--- src/rtl/ps2_pkg.sv ---
// Shared definitions for the PS/2 frame receiver: FSM state encoding,
// well-known scan codes and the odd-parity helper.
package ps2_pkg;

    // Receiver FSM state encoding
    localparam logic [1:0] ST_IDLE   = 2'd0;
    localparam logic [1:0] ST_DATA   = 2'd1;
    localparam logic [1:0] ST_PARITY = 2'd2;
    localparam logic [1:0] ST_STOP   = 2'd3;

    // Scan-code constants
    localparam logic [7:0] SC_BREAK    = 8'hF0;
    localparam logic [7:0] SC_EXTENDED = 8'hE0;
    localparam logic [7:0] SC_UP       = 8'h75;
    localparam logic [7:0] SC_DOWN     = 8'h72;
    localparam logic [7:0] SC_LEFT     = 8'h6B;
    localparam logic [7:0] SC_RIGHT    = 8'h74;

    // Odd parity holds when data bits plus parity bit XOR to 1
    function automatic logic odd_parity_ok(input logic [7:0] data, input logic par);
        return ^{data, par};
    endfunction

endpackage

--- src/rtl/ps2_line_filter.sv ---
// Two-flop synchronizer followed by a glitch filter: the filtered output
// only follows the synchronized line after FILTER_LEN consecutive samples
// that differ from the current output. Everything resets to the PS/2 idle
// level (1).
module ps2_line_filter #(
    parameter int FILTER_LEN = 8
) (
    input  logic clk,
    input  logic reset,
    input  logic line_i,
    output logic line_o
);

    localparam int CW = $clog2(FILTER_LEN + 1);
    localparam logic [CW-1:0] CNT_LAST = CW'(FILTER_LEN - 1);

    logic [1:0]    sync_q;
    logic          filt_q;
    logic          filt_d;
    logic [CW-1:0] cnt_q;
    logic [CW-1:0] cnt_d;

    // Bring the asynchronous line into the clk domain
    always_ff @(posedge clk or negedge reset) begin
        if (!reset) begin
            sync_q <= 2'b11;
        end else begin
            sync_q <= {sync_q[0], line_i};
        end
    end

    // Count consecutive differing samples; flip the output on the last one
    always_comb begin
        filt_d = filt_q;
        cnt_d  = cnt_q;
        if (sync_q[1] != filt_q) begin
            if (cnt_q >= CNT_LAST) begin
                filt_d = sync_q[1];
                cnt_d  = '0;
            end else begin
                cnt_d  = cnt_q + CW'(1);
            end
        end else begin
            cnt_d = '0;
        end
    end

    // Filter state registers
    always_ff @(posedge clk or negedge reset) begin
        if (!reset) begin
            filt_q <= 1'b1;
            cnt_q  <= '0;
        end else begin
            filt_q <= filt_d;
            cnt_q  <= cnt_d;
        end
    end

    assign line_o = filt_q;

endmodule

--- src/rtl/ps2_frame_rx.sv ---
// PS/2 device-to-host frame receiver. Filters kclk/kdata, samples data on
// filtered kclk falling edges, checks start/parity/stop, and shifts each
// valid byte into a two-byte keycode history. A stalled frame is abandoned
// after TIMEOUT_CYC cycles without a falling edge.
module ps2_frame_rx
    import ps2_pkg::*;
#(
    parameter int FILTER_LEN  = 8,
    parameter int TIMEOUT_CYC = 100000
) (
    input  logic        clk,
    input  logic        reset,
    input  logic        kclk,
    input  logic        kdata,
    output logic [15:0] keycode,
    output logic        oflag,
    output logic        perr
);

    localparam int TW = $clog2(TIMEOUT_CYC + 1);
    localparam logic [TW-1:0] TMO_MAX = TW'(TIMEOUT_CYC);

    logic          kclk_f_s;
    logic          kdata_f_s;
    logic          fall_s;
    logic          kclk_prev_q;
    logic [1:0]    state_q,   state_d;
    logic [2:0]    bitcnt_q,  bitcnt_d;
    logic [7:0]    shift_q,   shift_d;
    logic          ferr_q,    ferr_d;
    logic [TW-1:0] tmo_q,     tmo_d;
    logic [15:0]   keycode_q, keycode_d;
    logic          oflag_q,   oflag_d;
    logic          perr_q,    perr_d;

    ps2_line_filter #(.FILTER_LEN(FILTER_LEN)) u_kclk_filt (
        .clk    (clk),
        .reset  (reset),
        .line_i (kclk),
        .line_o (kclk_f_s)
    );

    ps2_line_filter #(.FILTER_LEN(FILTER_LEN)) u_kdata_filt (
        .clk    (clk),
        .reset  (reset),
        .line_i (kdata),
        .line_o (kdata_f_s)
    );

    assign fall_s = kclk_prev_q & ~kclk_f_s;

    // Next-state logic: frame parsing, timeout and output pulse generation
    always_comb begin
        state_d   = state_q;
        bitcnt_d  = bitcnt_q;
        shift_d   = shift_q;
        ferr_d    = ferr_q;
        tmo_d     = tmo_q;
        keycode_d = keycode_q;
        oflag_d   = 1'b0;
        perr_d    = 1'b0;

        if (state_q == ST_IDLE) begin
            tmo_d = '0;
            if (fall_s && !kdata_f_s) begin
                state_d  = ST_DATA;
                bitcnt_d = 3'd0;
                shift_d  = 8'h00;
                ferr_d   = 1'b0;
            end else begin
                state_d  = ST_IDLE;
            end
        end else if (fall_s) begin
            // Every edge inside a frame restarts the inactivity window
            tmo_d = '0;
            case (state_q)
                ST_DATA: begin
                    shift_d  = {kdata_f_s, shift_q[7:1]};
                    bitcnt_d = bitcnt_q + 3'd1;
                    if (bitcnt_q == 3'd7) begin
                        state_d = ST_PARITY;
                    end else begin
                        state_d = ST_DATA;
                    end
                end
                ST_PARITY: begin
                    if (!odd_parity_ok(shift_q, kdata_f_s)) begin
                        ferr_d = 1'b1;
                    end else begin
                        ferr_d = ferr_q;
                    end
                    state_d = ST_STOP;
                end
                ST_STOP: begin
                    if (kdata_f_s && !ferr_q) begin
                        keycode_d = {keycode_q[7:0], shift_q};
                        oflag_d   = 1'b1;
                    end else begin
                        perr_d    = 1'b1;
                    end
                    state_d  = ST_IDLE;
                    bitcnt_d = 3'd0;
                    shift_d  = 8'h00;
                    ferr_d   = 1'b0;
                end
                default: begin
                    state_d = ST_IDLE;
                end
            endcase
        end else if (tmo_q >= TMO_MAX) begin
            // Stalled frame: drop partial data and flag it
            state_d  = ST_IDLE;
            bitcnt_d = 3'd0;
            shift_d  = 8'h00;
            ferr_d   = 1'b0;
            tmo_d    = '0;
            perr_d   = 1'b1;
        end else begin
            tmo_d = tmo_q + TW'(1);
        end
    end

    // State, datapath and output registers
    always_ff @(posedge clk or negedge reset) begin
        if (!reset) begin
            kclk_prev_q <= 1'b1;
            state_q     <= ST_IDLE;
            bitcnt_q    <= 3'd0;
            shift_q     <= 8'h00;
            ferr_q      <= 1'b0;
            tmo_q       <= '0;
            keycode_q   <= 16'h0000;
            oflag_q     <= 1'b0;
            perr_q      <= 1'b0;
        end else begin
            kclk_prev_q <= kclk_f_s;
            state_q     <= state_d;
            bitcnt_q    <= bitcnt_d;
            shift_q     <= shift_d;
            ferr_q      <= ferr_d;
            tmo_q       <= tmo_d;
            keycode_q   <= keycode_d;
            oflag_q     <= oflag_d;
            perr_q      <= perr_d;
        end
    end

    assign keycode = keycode_q;
    assign oflag   = oflag_q;
    assign perr    = perr_q;

endmodule

--- config.mk ---
export PLATFORM = sky130hd
export DESIGN_NAME = ps2_frame_rx
export DESIGN_NICKNAME = d
export VERILOG_FILES = /design/src/rtl/ps2_pkg.sv /design/src/rtl/ps2_line_filter.sv /design/src/rtl/ps2_frame_rx.sv
export SDC_FILE = /design/constraint.sdc
export NUM_CORES = 1
export LEC_CHECK = 0
export ABC_AREA = 0
export BUFFER_PORTS_ARGS = -buffer_cell sky130_fd_sc_hd__buf_2
export CELL_PAD_IN_SITES_DETAIL_PLACEMENT = 0
export CELL_PAD_IN_SITES_GLOBAL_PLACEMENT = 1
export CORE_ASPECT_RATIO = 1.25
export CORE_MARGIN = 2
export CORE_UTILIZATION = 48
export DETAILED_ROUTE_END_ITERATION = 7
export GPL_TIMING_DRIVEN = 0
export PLACE_DENSITY_LB_ADDON = 0.15
export SLEW_MARGIN = 20
export SYNTH_ARGS = -nofsm -noshare
export SYNTH_HDL_FRONTEND = slang
export SYNTH_SLANG_ARGS = --single-unit
--- constraint.sdc ---
create_clock -name clk -period 2.9 [get_ports clk]
set_clock_uncertainty 0.05 [all_clocks]
set_input_delay 0.58 -clock clk [delete_from_list [all_inputs] [get_ports clk]]
set_output_delay 0.58 -clock clk [all_outputs]
set_load 0.02 [all_outputs]
### Word level (Yosys, flattened, before mapping)

Cells that the tools add are included.

* output and inout bits: 18
* logic and storage cells: 85
* bits in registers: 64
* bits of input ports: 4

* reduce and logical (&&, ||, !) cells: 12
* bitwise gates (word level): 3
* eq/ne operators: 10
* add/sub/neg operators: 4
* order comparisons: 3
* multiplexer cells: 38

Operator list (count)
* $mux 17: 3
* $mux 8: 4
* $add 17x1->17 const B: 1
* $ge 17x17->1 const B: 1
* $mux 4: 4
* $pmux 8 s2: 1
* $mux 1: 15
* $mux 3: 4
* $reduce_xor 9->1: 1
* $add 4x1->4 const B: 2
* $ge 4x3->1 const B: 2
* $mux 2: 4
* $ne 4x1->1 const B: 2
* $reduce_and 4->1: 2
* $pmux 3 s2: 1
* $eq 2x2->1 const B: 2
* $ne 4x4->1 const B: 1
* $pmux 2 s2: 1
* $reduce_and 2->1: 2
* $add 3x1->3 const B: 1
* $eq 3x3->1 const B: 1
* $reduce_and 3->1: 1
* $reduce_bool 3->1: 1
* $eq 2x1->1 const B: 1
* 8 further kinds: 12

### Logic depth before layout (Yosys ltp)

* word-level depth: 6
* gate-level depth with buffers: 8
* gate-level depth less buffers: 7

### Modules after synthesis

A second synthesis with hierarchy kept.

* cells, all modules: 250
* area total of the unflattened synthesis: 2947.8 sq um

Modules (own cells, without submodules)
* ps2_frame_rx: times used 1, area an instance 2439.8 sq um, sequential area each 1252.5 sq um, cells an instance 216
* ps2_line_filter: times used 2, area an instance 254.0 sq um, sequential area each 178.9 sq um, cells an instance 17

### Least setup slack after synthesis

OpenSTA, ideal clock, no wires.

* path kind: register to register
* start: reg state_q[0]
* end: reg keycode_q[1], in the netlist keycode[1]
* data arrival time: 2.123 ns
* cell stages (with the launch flop): 7
* required time: 2.725 ns
* path buffers: 1
* setup slack: 0.602 ns
* period minus slack after synthesis: 2.298 ns
* setup time: 0.125 ns
* cell sequence: dfrtp_1 -> inv_1 -> ha_1 -> nor3b_1 -> nor3b_4 -> buf_6 -> mux2_2

* cells in the longest elaborated chain, start to end: 3
* elaborated cells between the ends (all ways): 4
* classes of those cells: eq/ne: 1; bitwise: 1; reduce/logical: 2

RTL lines
* start, declared: line ps2_frame_rx.sv:27 `logic [1:0] state_q, state_d;`
* start signal, assigned: line ps2_frame_rx.sv:137 `state_q <= state_d;`
* $logic_not 2->1: line ps2_frame_rx.sv:63 `if (state_q == ST_IDLE) begin`
* $not 1->1 (no source line)
* $reduce_and 4->1 (no source line) (*)
* end signal, assigned: line ps2_frame_rx.sv:142 `keycode_q <= keycode_d;`
* end, declared: line ps2_frame_rx.sv:32 `logic [15:0] keycode_q, keycode_d;`

Mark *: on every way between the ends. The rest lies on a longest branch, timed or not.
A chain may end at the register's enable or synchronous reset.

### Worst setup path in the final report

* start: reg state_q[0]
* end: reg keycode_q[5], in the netlist keycode[5]

Same word-level chain as after synthesis.

==> metrics.md <==
| Metric | Value |
|---|---|
| Status | finished, final reports clean |
| Routed met2 length | 2140 um |
| Data arrival, critical path | 2600 ps |
| Gr usage total | 16.4% |
| Compound-Gate Fraction of Synth Area | 4.05% |
| Top cells by area, synth | dfrtp_1 49%, mux2_2 7.3%, dfstp_2 6.3% |
| Area leader, netlist | dfrtp_1 |
| Most common cell after layout, fill and taps aside | dfrtp_1 |
| Drt first-iter violations | 69 |
| Crit path time final | 2430 ps |
| FF+latch count, synth | 64 |
| NumNets Final | 300 |
| Max VDD drop | 0.435 mV |
| Psw | 0.582 mW |
| Crit path kind | register to register |
| Sum Neg Setup Slack | 0 ps |
| Ys flop type | dfrtp_1 |
| Worst-Margin Slew | 626 ps |
| Ports | 22 |
| Pins Over Slew Limit | 0 |
| CP max stage delay | 520 ps |
| Sequential share of power | 44.7% |
| Top Layer Used | met4 |
| Vias in the first global route | 1900 |
| Core ar. | 5860 um^2 |
| PortBufs | 21 |
| Critical-path top delay cell | nor3b_4 |
| Main combinational cell family by area after synthesis | simple AND/OR/NAND/NOR gates |
| Dpl ws | 144 ps |
| Die ar. | 6760 um^2 |
| Mux cell area share after synthesis | 11.0% |
| Post-synthesis sequential area ratio | 54.8% |
| Fmax | 0.412 GHz |
| TritonCTS Sinks | 64 |
| Async SR Flop Fraction | 100% |
| Clock transition at path regs | 70 ps |
| Commonest cells after routing, fill and taps aside | 57 x dfrtp_1, 27 x nor2_1, 21 x nand2_1, 21 x buf_2 |
| Kind of start point of the critical path | register |
| Final Cycle Share | 83.8% |
| Fin util | 58.3% |
| Rel. slew slack | 57.9% |
| CTS Buf Count | 9 |
| Combinational share of power | 14.5% |
| Post-CTS setup buffers | 0 |
| Top cell type's share of synthesized area | 48.6% |
| Die Span Y | 91.5 um |
| Clk_lat worst skew | 340 ps |
| Die width | 74.0 um |
| Post-synth cell types | 39 |
| First-pass GRT wire length | 8480 um |
| H-tree depth | 3 |
| Antenna Violating Nets Remaining | 0 |
| TritonCTS clock tree | done |
| RSZ-0062 raised after global routing | false |
| Setup ws final | 470 ps |
| Final Non-Filler Cells | 373 |
| Leak Pwr | 1.62 nW |
| Total vias in the final route | 1820 |
| Worst endpoint required time | 3070 ps |
| Fin. Hold Viols | 0 |
| First-pass DRT Iterations | 4 |
| Post-Synth Simple-Gate Area | 14.0% |
| Clk buf depth | 2 |
| Max-cap violation count | 0 |
| Number of diodes | 0 |
| Hold crit path type | primary input to asynchronous set/reset pin |
| Worst r2r path cells | 6 |
| Initial antenna violation count | 0 |
| Syn. warnings | 0 |
| Starting Density | 50.1% |
| Post-CTS Resized | 0 |
| Post-Syn Nets | 267 |
| Placed Instances | 357 |
| CP endpoint kind | register |
| CP max FO | 10 |
| Drt total wl | 4540 um |
| Met3 Wirelength | 146 um |
| Clock power share | 40.8% |
| Grt ovf | 0 |
| Post-synth EDFFs | 0 |
| Pwr dens | 664 nW/um^2 |
| Post-Syn Area | 2940 um^2 |
| Largest net degree at the start of global routing | 42 |
| Cells after Synth | 253 |
| Share of layout cells above drive strength 1 | 25.1% |
| Post-cts hold buffer count | 0 |
| RePlAce Congestion | 0.747 |
| Hpwl dp | 3210 um |
| Core Rows | 31 |
| Internal Pwr Total | 1.68 mW |
| Vias per Instance | 4.88 |
| Post-Synthesis Mean Instance Area | 11.6 um^2 |
| Setup-failing EPs final | 0 |
| XOR/XNOR Fraction of Synth Area | 7.71% |
| Routed wire length per instance | 12.2 um |
| Synth Area in Adders | 4.26% |
| CTS root buf | clkbuf_8 |
| Area Growth Syn to Fin | 16.3% |
| CP cell instances | inv_1, ha_1, nor3b_2, nor3b_4, buf_6, mux2_2 |
| Met1 WL | 2100 um |
| Switching Share | 25.7% |
| Drc violations | 0 |
==> worst paths after layout <==
kind | slack [ps] | start | end
worst max-delay path | 470 | state_q[0]$_DFFE_PN0P_ | keycode[5]$_DFFE_PN0P_
worst min-delay path | 80 | reset | u_kdata_filt.cnt_q[0]$_DFF_PN0_
worst max register to register | 470 | state_q[0]$_DFFE_PN0P_ | keycode[5]$_DFFE_PN0P_
worst min register to register | 310 | u_kclk_filt.sync_q[0]$_DFF_PN1_ | u_kclk_filt.sync_q[1]$_DFF_PN1_
max in group asynchronous | 2160 | reset | u_kdata_filt.line_o$_DFFE_PN1P_
min in group clk | 290 | kclk | u_kclk_filt.sync_q[0]$_DFF_PN1_
==> cell usage after synthesis, types with 5 or more instances <==
library cell	count
mux2_2	19
dfrtp_1	57
dfstp_2	7
nand3_1	11
o21ai_0	5
xor2_1	9
a21oi_1	7
xnor2_1	9
mux2i_1	11
inv_1	19
ha_1	10
nor2_1	27
nand2_1	21
==> stage by stage <==
stage	power [mW]	instance area [um^2]	hold WS [ps]
floorplan	1.28	2940	234
global placement	1.35	3140	295
detailed placement	1.36	3170	297
CTS	2.30	3410	78.6
global route	2.39	3410	92.0
finish	2.27	3410	82.5
==> layout make-up <==
cell class,instances,area (um^2)
multi-input combinational,164,1210
timing repair buffer,22,128
fill,518,2440
buffer,6,50.0
clock buffer,9,124
sequential,64,1610
tap,82,103
inverter,19,71.3
clock inverter,7,119
==> critical path, delay by kind of cell (launching register included) <==
family                     cells  cell delay (ps)
muxes                          1              340
adders and majority gates      1              260
and+or+nand+nor                2              960
DFF                            1              390
buffers and inverters          2              310
==> layer usage <==
metal / track usage [%] / up-vias
li1: - / 916
met1: 20.4 / 865
met2: 25.2 / 26
met3: 4.33 / 13
met4: 9.24 / 0
met5: 0 / -
==> kinds of logic (layout without fill, tap and decap cells) <==
group | Yosys count | in the layout
and+or+nand+nor | 84 | 84
DFF | 64 | 64
muxes | 30 | 30
buffers and inverters | 25 | 63
xor gates and xnor gates | 21 | 21
AOI/OAI and AO/OA | 19 | 19
adders and majority gates | 10 | 10
==> state kept, by name (all words and copies together) (netlist names), 2 cells and up <==
register and cells:
u_kclk_filt.cnt_q 4, state_q 2, shift_q 8, u_kdata_filt.cnt_q 4, u_kclk_filt.sync_q 2, tmo_q 17, keycode 16, u_kdata_filt.sync_q 2
bitcnt_q 3
==> power groups by stage <==
stage	sequential [mW]	clock [mW]	combinational (mW)
after floorplan	1.02	0	0.257
after global placement	1.03	0	0.328
after detailed placement	1.03	0	0.332
after CTS	1.01	0.950	0.335
after global routing	1.02	0.993	0.380
final	1.01	0.925	0.328
No activity file was read; power rests on OpenSTA's default activity.
